`src/rtl/mem_bus_arbiter.sv`:
```
// mem_bus_arbiter: shares one memory port between the D-cache and I-cache and routes tagged load returns to their owners.
// Optional feature macro ARB_ROUND_ROBIN_EN: alternate priority after each accept (default build: fixed D-cache priority).
`ifndef XLEN
`define XLEN 32
`endif

package mem_bus_pkg;
  typedef enum logic [1:0] {
    BUS_NONE  = 2'd0,
    BUS_LOAD  = 2'd1,
    BUS_STORE = 2'd2
  } BUS_COMMAND;
endpackage

module mem_bus_arbiter
  import mem_bus_pkg::*;
#(
  parameter int NUM_TAGS = 16,
  parameter int DATA_W   = 64
) (
  input  logic              clk,
  input  logic              rst,

  input  BUS_COMMAND        d_command,
  input  logic [`XLEN-1:0]  d_addr,
  input  logic [DATA_W-1:0] d_data,
  output logic [3:0]        d_response,

  input  BUS_COMMAND        i_command,
  input  logic [`XLEN-1:0]  i_addr,
  output logic [3:0]        i_response,

  output logic [3:0]        d_ret_tag,
  output logic [3:0]        i_ret_tag,
  output logic [DATA_W-1:0] ret_data,

  output BUS_COMMAND        mem_command,
  output logic [`XLEN-1:0]  mem_addr,
  output logic [DATA_W-1:0] mem_data,
  input  logic [3:0]        mem_response,
  input  logic [3:0]        mem_tag,
  input  logic [DATA_W-1:0] mem_rdata,

  output logic [3:0]        d_outstanding,
  output logic [3:0]        i_outstanding,
  output logic              tag_err
);

  typedef enum logic [1:0] {
    LOCK_NONE = 2'd0,
    LOCK_D    = 2'd1,
    LOCK_I    = 2'd2
  } lock_t;

  localparam logic [4:0] TAG_LIMIT = 5'(NUM_TAGS);

  lock_t       lock;
  logic        prio_i;
  logic [15:0] own_valid;
  logic [15:0] own_i;
  logic [3:0]  d_cnt;
  logic [3:0]  i_cnt;
  logic        err;

  logic d_act;
  logic i_act;
  logic grant_d;
  logic grant_i;
  logic accept;
  logic acc_load;
  logic resp_ok;
  logic ret_ok;
  logic ret_hit;
  logic ret_miss;
  logic ret_own_i;
  logic d_inc;
  logic d_dec;
  logic i_inc;
  logic i_dec;

  // I-cache never stores, so a BUS_STORE from it is simply not a request.
  assign d_act = (d_command == BUS_LOAD) || (d_command == BUS_STORE);
  assign i_act = (i_command == BUS_LOAD);

  // A locked requester keeps the port while it still asks; otherwise single requester wins, priority breaks ties.
  always_comb begin
    grant_d = 1'b0;
    grant_i = 1'b0;
    if (!rst) begin
      if (lock == LOCK_D && d_act)           grant_d = 1'b1;
      else if (lock == LOCK_I && i_act)      grant_i = 1'b1;
      else if (d_act && (!i_act || !prio_i)) grant_d = 1'b1;
      else if (i_act)                        grant_i = 1'b1;
    end
  end

  always_comb begin
    mem_command = BUS_NONE;
    mem_addr    = '0;
    mem_data    = '0;
    if (grant_d) begin
      mem_command = d_command;
      mem_addr    = d_addr;
      mem_data    = d_data;
    end else if (grant_i) begin
      mem_command = BUS_LOAD;
      mem_addr    = i_addr;
    end
  end

  assign d_response = grant_d ? mem_response : 4'd0;
  assign i_response = grant_i ? mem_response : 4'd0;

  assign accept   = (grant_d || grant_i) && (mem_response != 4'd0);
  assign resp_ok  = ({1'b0, mem_response} < TAG_LIMIT);
  assign acc_load = accept && resp_ok && (mem_command == BUS_LOAD);

  // Returns are looked up in the table as it stood before this cycle's accept.
  assign ret_ok    = !rst && (mem_tag != 4'd0);
  assign ret_hit   = ret_ok && ({1'b0, mem_tag} < TAG_LIMIT) && own_valid[mem_tag];
  assign ret_miss  = ret_ok && !ret_hit;
  assign ret_own_i = own_i[mem_tag];

  assign d_ret_tag = (ret_hit && !ret_own_i) ? mem_tag : 4'd0;
  assign i_ret_tag = (ret_hit &&  ret_own_i) ? mem_tag : 4'd0;
  assign ret_data  = ret_hit ? mem_rdata : '0;

  assign d_inc = acc_load && grant_d;
  assign i_inc = acc_load && grant_i;
  assign d_dec = ret_hit && !ret_own_i;
  assign i_dec = ret_hit &&  ret_own_i;

  assign d_outstanding = d_cnt;
  assign i_outstanding = i_cnt;
  assign tag_err       = err;

  // Clearing the returned entry before writing the accepted one lets a tag be recycled in the same cycle.
  always_ff @(posedge clk or posedge rst) begin
    if (rst) begin
      own_valid <= '0;
      own_i     <= '0;
      lock      <= LOCK_NONE;
      prio_i    <= 1'b0;
      d_cnt     <= 4'd0;
      i_cnt     <= 4'd0;
      err       <= 1'b0;
    end else begin
      if (ret_hit)
        own_valid[mem_tag] <= 1'b0;
      if (ret_miss)
        err <= 1'b1;
      if (acc_load) begin
        own_valid[mem_response] <= 1'b1;
        own_i[mem_response]     <= grant_i;
      end

      if (accept)       lock <= LOCK_NONE;
      else if (grant_d) lock <= LOCK_D;
      else if (grant_i) lock <= LOCK_I;
      else              lock <= LOCK_NONE;

`ifdef ARB_ROUND_ROBIN_EN
      if (accept)
        prio_i <= grant_d;
`else
      prio_i <= 1'b0;
`endif

      d_cnt <= d_cnt + {3'b000, d_inc} - {3'b000, d_dec};
      i_cnt <= i_cnt + {3'b000, i_inc} - {3'b000, i_dec};
    end
  end

endmodule

```
`config.mk`:
```
export PLATFORM = sky130hd
export DESIGN_NAME = mem_bus_arbiter
export DESIGN_NICKNAME = d
export VERILOG_FILES = /design/src/rtl/mem_bus_arbiter.sv
export SDC_FILE = /design/constraint.sdc
export NUM_CORES = 1
export LEC_CHECK = 0
export CORE_AREA = 2 2 152 154
export CTS_BUF_LIST = sky130_fd_sc_hd__clkbuf_16
export CTS_CLUSTER_SIZE = 14
export DETAILED_ROUTE_END_ITERATION = 7
export DIE_AREA = 0 0 154 156
export GPL_TIMING_DRIVEN = 0
export PLACE_DENSITY = 0.56
export SYNTH_ARGS = -nofsm -noshare
export SYNTH_HDL_FRONTEND = slang
export SYNTH_SLANG_ARGS = --single-unit
```
`constraint.sdc`:
```
create_clock -name clk -period 5.5 [get_ports clk]
set_input_delay 1.375 -clock clk [delete_from_list [all_inputs] [get_ports clk]]
set_output_delay 1.375 -clock clk [all_outputs]
set_load 0.02 [all_outputs]
```
[Word-level counts from Yosys, hierarchy flattened]
Index checks and enable logic that the tools add are counted.
Word-level totals
  bits in registers: 43
  input port bits: 206
  output and inout port bits: 187
  word-level logic and storage cells: 76
Cells by class
  $add $sub $neg: 4
  $lt $le $gt $ge: 4
  equal/unequal tests: 6
  muxes and demuxes: 33
  bitwise operators: 3
  reduce and logical (&&, ||, !) cells: 20
Operator list (number)
  64-bit two-way mux: 2
  32-bit two-way mux: 2
  16-bit two-way mux: 2
  16-bit AND: 1
  16-bit bitwise mux: 1
  4-bit two-way mux: 4
  16-bit inverter: 1
  16-bit OR: 1
  1-bit two-way mux: 14
  1-bit logical AND: 13
  4-bit by 5-bit less-than comparator with 1-bit output (second input constant): 2
  4-bit by 1-bit adder with 4-bit output: 2
  1-bit binary-select mux with 4-bit select: 2
  1-bit demux with 4-bit select: 2
  2-bit by 1-bit equality test with 1-bit output (second input constant): 4
  4-bit by 1-bit greater-or-equal comparator with 1-bit output (second input constant): 2
  2-bit two-way mux: 4
  4-bit nonzero test: 2
  4-bit by 1-bit subtractor with 4-bit output: 2
  2-bit equality test (second input constant): 2
  1-bit zero test: 3
  1-bit logical OR: 2

[Depth between registers and ports, before layout]
  word-level depth: 13
  depth in mapped cells: 13
  mapped depth without buffers: 10

[Worst setup path after synthesis]
Ideal clock, no wire load.
  kind: input-to-output
  start point: in mem_tag[0]
  end point: out d_ret_tag[0]
  arrival time: 2.909 ns
  data required time: 4.125 ns
  slack: 1.216 ns
  stages: 6
  buffers on the path: 2
  path through: buf_6 -> buf_8 -> mux4_2 -> nand3b_1 -> nand4_2 -> a211oi_1
On the way
  word-level cells in the longest chain between the ends: 5
  elaborated cells between the ends (all ways): 10
  those cells by class: mux: 5; reduce/logical: 5
Ends and longest elaborated chain
  from (decl): RTL line 41  | input logic [3:0] mem_tag,
  1-bit binary-select mux with 4-bit select, or another cell as far along: RTL line 120  | assign ret_hit = ret_ok && ({1'b0, mem_tag} < TAG_LIMIT) && own_valid[mem_tag];
  1-bit two-way mux (not written as such), or another cell as far along: RTL line 120
  1-bit logical AND or 1-bit zero test (tied branches): RTL line 120, 124
  1-bit logical AND: RTL line 124  | assign d_ret_tag = (ret_hit && !ret_own_i) ? mem_tag : 4'd0;
  4-bit two-way mux *: RTL line 124
  to (decl): RTL line 33  | output logic [3:0] d_ret_tag,
Every way passes the cells marked *; elsewhere a longest branch is shown, timed or not. The select of a mux whose other input is x is not followed.

[Final worst setup path]
  start point: in mem_tag[2]
  end point: out d_ret_tag[1]
On the way
  word-level cells in the longest chain between the ends: 5
  elaborated cells between the ends (all ways): 10
  those cells by class: mux: 5; reduce/logical: 5
Ends and longest elaborated chain (RTL line)
  1-bit binary-select mux with 4-bit select, or another cell as far along: 120
  1-bit two-way mux (not written as such), or another cell as far along: 120
  1-bit logical AND or 1-bit zero test (tied branches): 120, 124
  1-bit logical AND *: 124
  4-bit two-way mux *: 124
Marked as above.

==> results.json <==
{
  "max_freq_mhz": 187,
  "period_share": 0.974,
  "p_leak_nw": 3.39,
  "hold_ws_ns": 0.458,
  "synthArstFlopShare": 1.00,
  "ys_seq_area_frac": 0.263,
  "drtAntennaViolNets": 0,
  "port_buffers": 389,
  "cap_violations": 0,
  "routedWlPerCell_um": 19.5,
  "synth_area_leaders": "dfrtp_1 26%, a21boi_0 12%, and2_1 11%",
  "area_delta_synth_final_pct": 109,
  "grt_pass1_wl_mm": 30.8,
  "post-route-min-period_ns": 5.35,
  "fillCellCount": 2310,
  "critPathRequiredTime_ns": 4.12,
  "power.density_nw_per_um2": 186,
  "grt_pass1_vias": 4991,
  "synth_top_cell_by_area": "dfrtp_1",
  "ctsHoldBuffers": 0,
  "syn-instance-count": 426,
  "ys.flop_type": "dfrtp_1",
  "synth_edf_count": 0,
  "clock_latency_ns": 0.28,
  "hold_path_class": "reg -> reg",
  "ys_ff_latch": 43,
  "antenna_found_initial": 0,
  "numCtsBuffers": 5,
  "yosys.area.top_type_share": 0.263,
  "clkTransAtPathRegs_ns": 0.06,
  "htree_levels": 2,
  "synth.distinct_cells": 51,
  "crit_type": "in -> out",
  "root_buffer": "clkbuf_16",
  "initial_utilization": 0.183,
  "cp_max_fo": 10,
  "cts_setup_buffers": 0,
  "setup_tns_ns": 0,
  "rows": 55,
  "regToRegSetupSlack_ns": 2.78,
  "finalSetupViolCount": 0,
  "worstPathArrival_ns": 3.98,
  "io_pins": 393,
  "rsz0062_at_grt": "no",
  "grt_max_degree": 41,
  "slew-limit-headroom": 0.518,
  "clock_sinks": 43,
  "grt.overflow.total": 0,
  "fp.dieH_um": 156,
  "hold_violations": 0,
  "die_w_um": 154,
  "drive_gt1_frac": 0.0995,
  "vias": 4901,
  "fin_skew_ns": 0.00428,
  "worst_slew_pin_slew_ns": 0.721,
  "multi_input_area_sq_um": 2730,
  "drt_iter0_markers": 146,
  "total_power_mw": 1.59,
  "synthTopCellsByCount": "72 x and2_1, 64 x a21boi_0, 43 x dfrtp_1, 32 x a22o_1, 19 x buf_2",
  "core_sq_um": 22400,
  "cts_resized": 3,
  "syn_avg_cell_area_sq_um": 9.59,
  "grtUsageTotal": 0.170,
  "drtPass1Iterations": 4,
  "cp-end-kind": "output pin",
  "clockBufferDepth": 2,
  "place_hpwl_mm": 18.9,
  "syn_nets": 642,
  "n_antenna_cell": 0,
  "cts_tree": "built",
  "yosys.cell_count.top_type": "and2_1",
  "place_ws_ns": -0.0606,
  "fp.dieArea_sq_um": 24000,
  "setup_ws_ns": 0.145,
  "synthesis.area_sq_um": 4080,
  "nNetsFinal": 1039,
  "post-route-util": 0.382,
  "synth_warnings": 0,
  "drc": 0,
  "vias_per_cell": 4.42,
  "ff_latch_area_sq_um": 1080,
  "maxSlewViolCount": 0,
  "place.gp.congestion": 0.856,
  "critPathLaunchType": "primary input",
  "finalWirelength_mm": 21.6,
  "peakVddDrop_mv": 0.105,
  "status": "finished, final reports clean"
}
==> power by group <==
group          switching (mW)  leakage, nW  total, mW  internal, mW
logic                   0.394         2.75      0.847         0.454
clock network           0.117       0.0812      0.329         0.212
registers              0.0399        0.560      0.418         0.378
==> cell families (layout without fill, tap and decap cells) <==
logic type / after synthesis / after routing / share of synthesized area
AO/OA/AOI/OAI: 151 / 151 / 0.335
AND/OR/NAND/NOR: 129 / 129 / 0.196
buffers and inverters: 60 / 458 / 0.0729
flip-flops: 43 / 43 / 0.263
multiplexers: 26 / 26 / 0.0806
adder cells (fa/ha/maj): 10 / 10 / 0.0343
XOR/XNOR: 7 / 7 / 0.0169
==> cells in the final DEF, fill, tap and decap left out, types with 13 or more instances in the layout <==
cell	synthesis	final
clkbuf_1	18	17
dfrtp_1	43	43
a21boi_0	64	60
inv_1	15	14
a21o_1	13	13
clkdlybuf4s50_1	0	385
and2_1	72	72
mux2_2	15	15
a22o_1	32	32
buf_2	19	19
==> state kept, by name, indices dropped and copies added, names as in the netlist <==
register and count:
own_valid 16, i_outstanding 4, lock 2, d_outstanding 4
tag_err 1, own_i 16
==> through the flow <==
step,std cells,area [sq um]
after global placement,1100,8330
after floorplan,426,4080
final,1109,8550
after CTS,1109,8520
after global routing,1109,8550
after detailed placement,1101,8350
==> worst paths after layout <==
path / endpoint / from / depth (start not counted)
min in group asynchronous: own_valid[15] / rst / 3
max in group asynchronous: own_i[1] / rst / 4
setup / recovery: d_ret_tag[1] / mem_tag[2] / 7
setup reg to reg: d_outstanding[2] / lock[1] / 11
hold reg to reg: own_i[0] / own_i[0] / 1
hold / removal: own_i[0] / own_i[0] / 1
==> layer usage <==
metal,share of wire,global-route usage,up-vias,wire length (um)
met5,0,0,-,0
met4,0.032,0.0654,0,699
met3,0.090,0.0497,23,1950
met2,0.53,0.328,269,11300
met1,0.35,0.171,2276,7590
li1,-,-,2333,-
==> critical path: stages <==
cell	delay, ns
clkdlybuf4s50_1	0.54
buf_1	0.39
inv_1	0.24
nand3_1	0.19
nand4_2	0.25
a211oi_1	0.33
clkdlybuf4s50_1	0.67
==> final cells by class <==
cell class,instances,share of cell area
well taps,285,0.0417
clock inverters,3,0.00454
multi-input cells,323,0.319
plain buffers,44,0.0280
repair buffers,390,0.459
inverters,16,0.00703
flip-flops and latches,43,0.126
clock buffers,5,0.0146
Note: power is estimated with default switching activity, not from simulation.
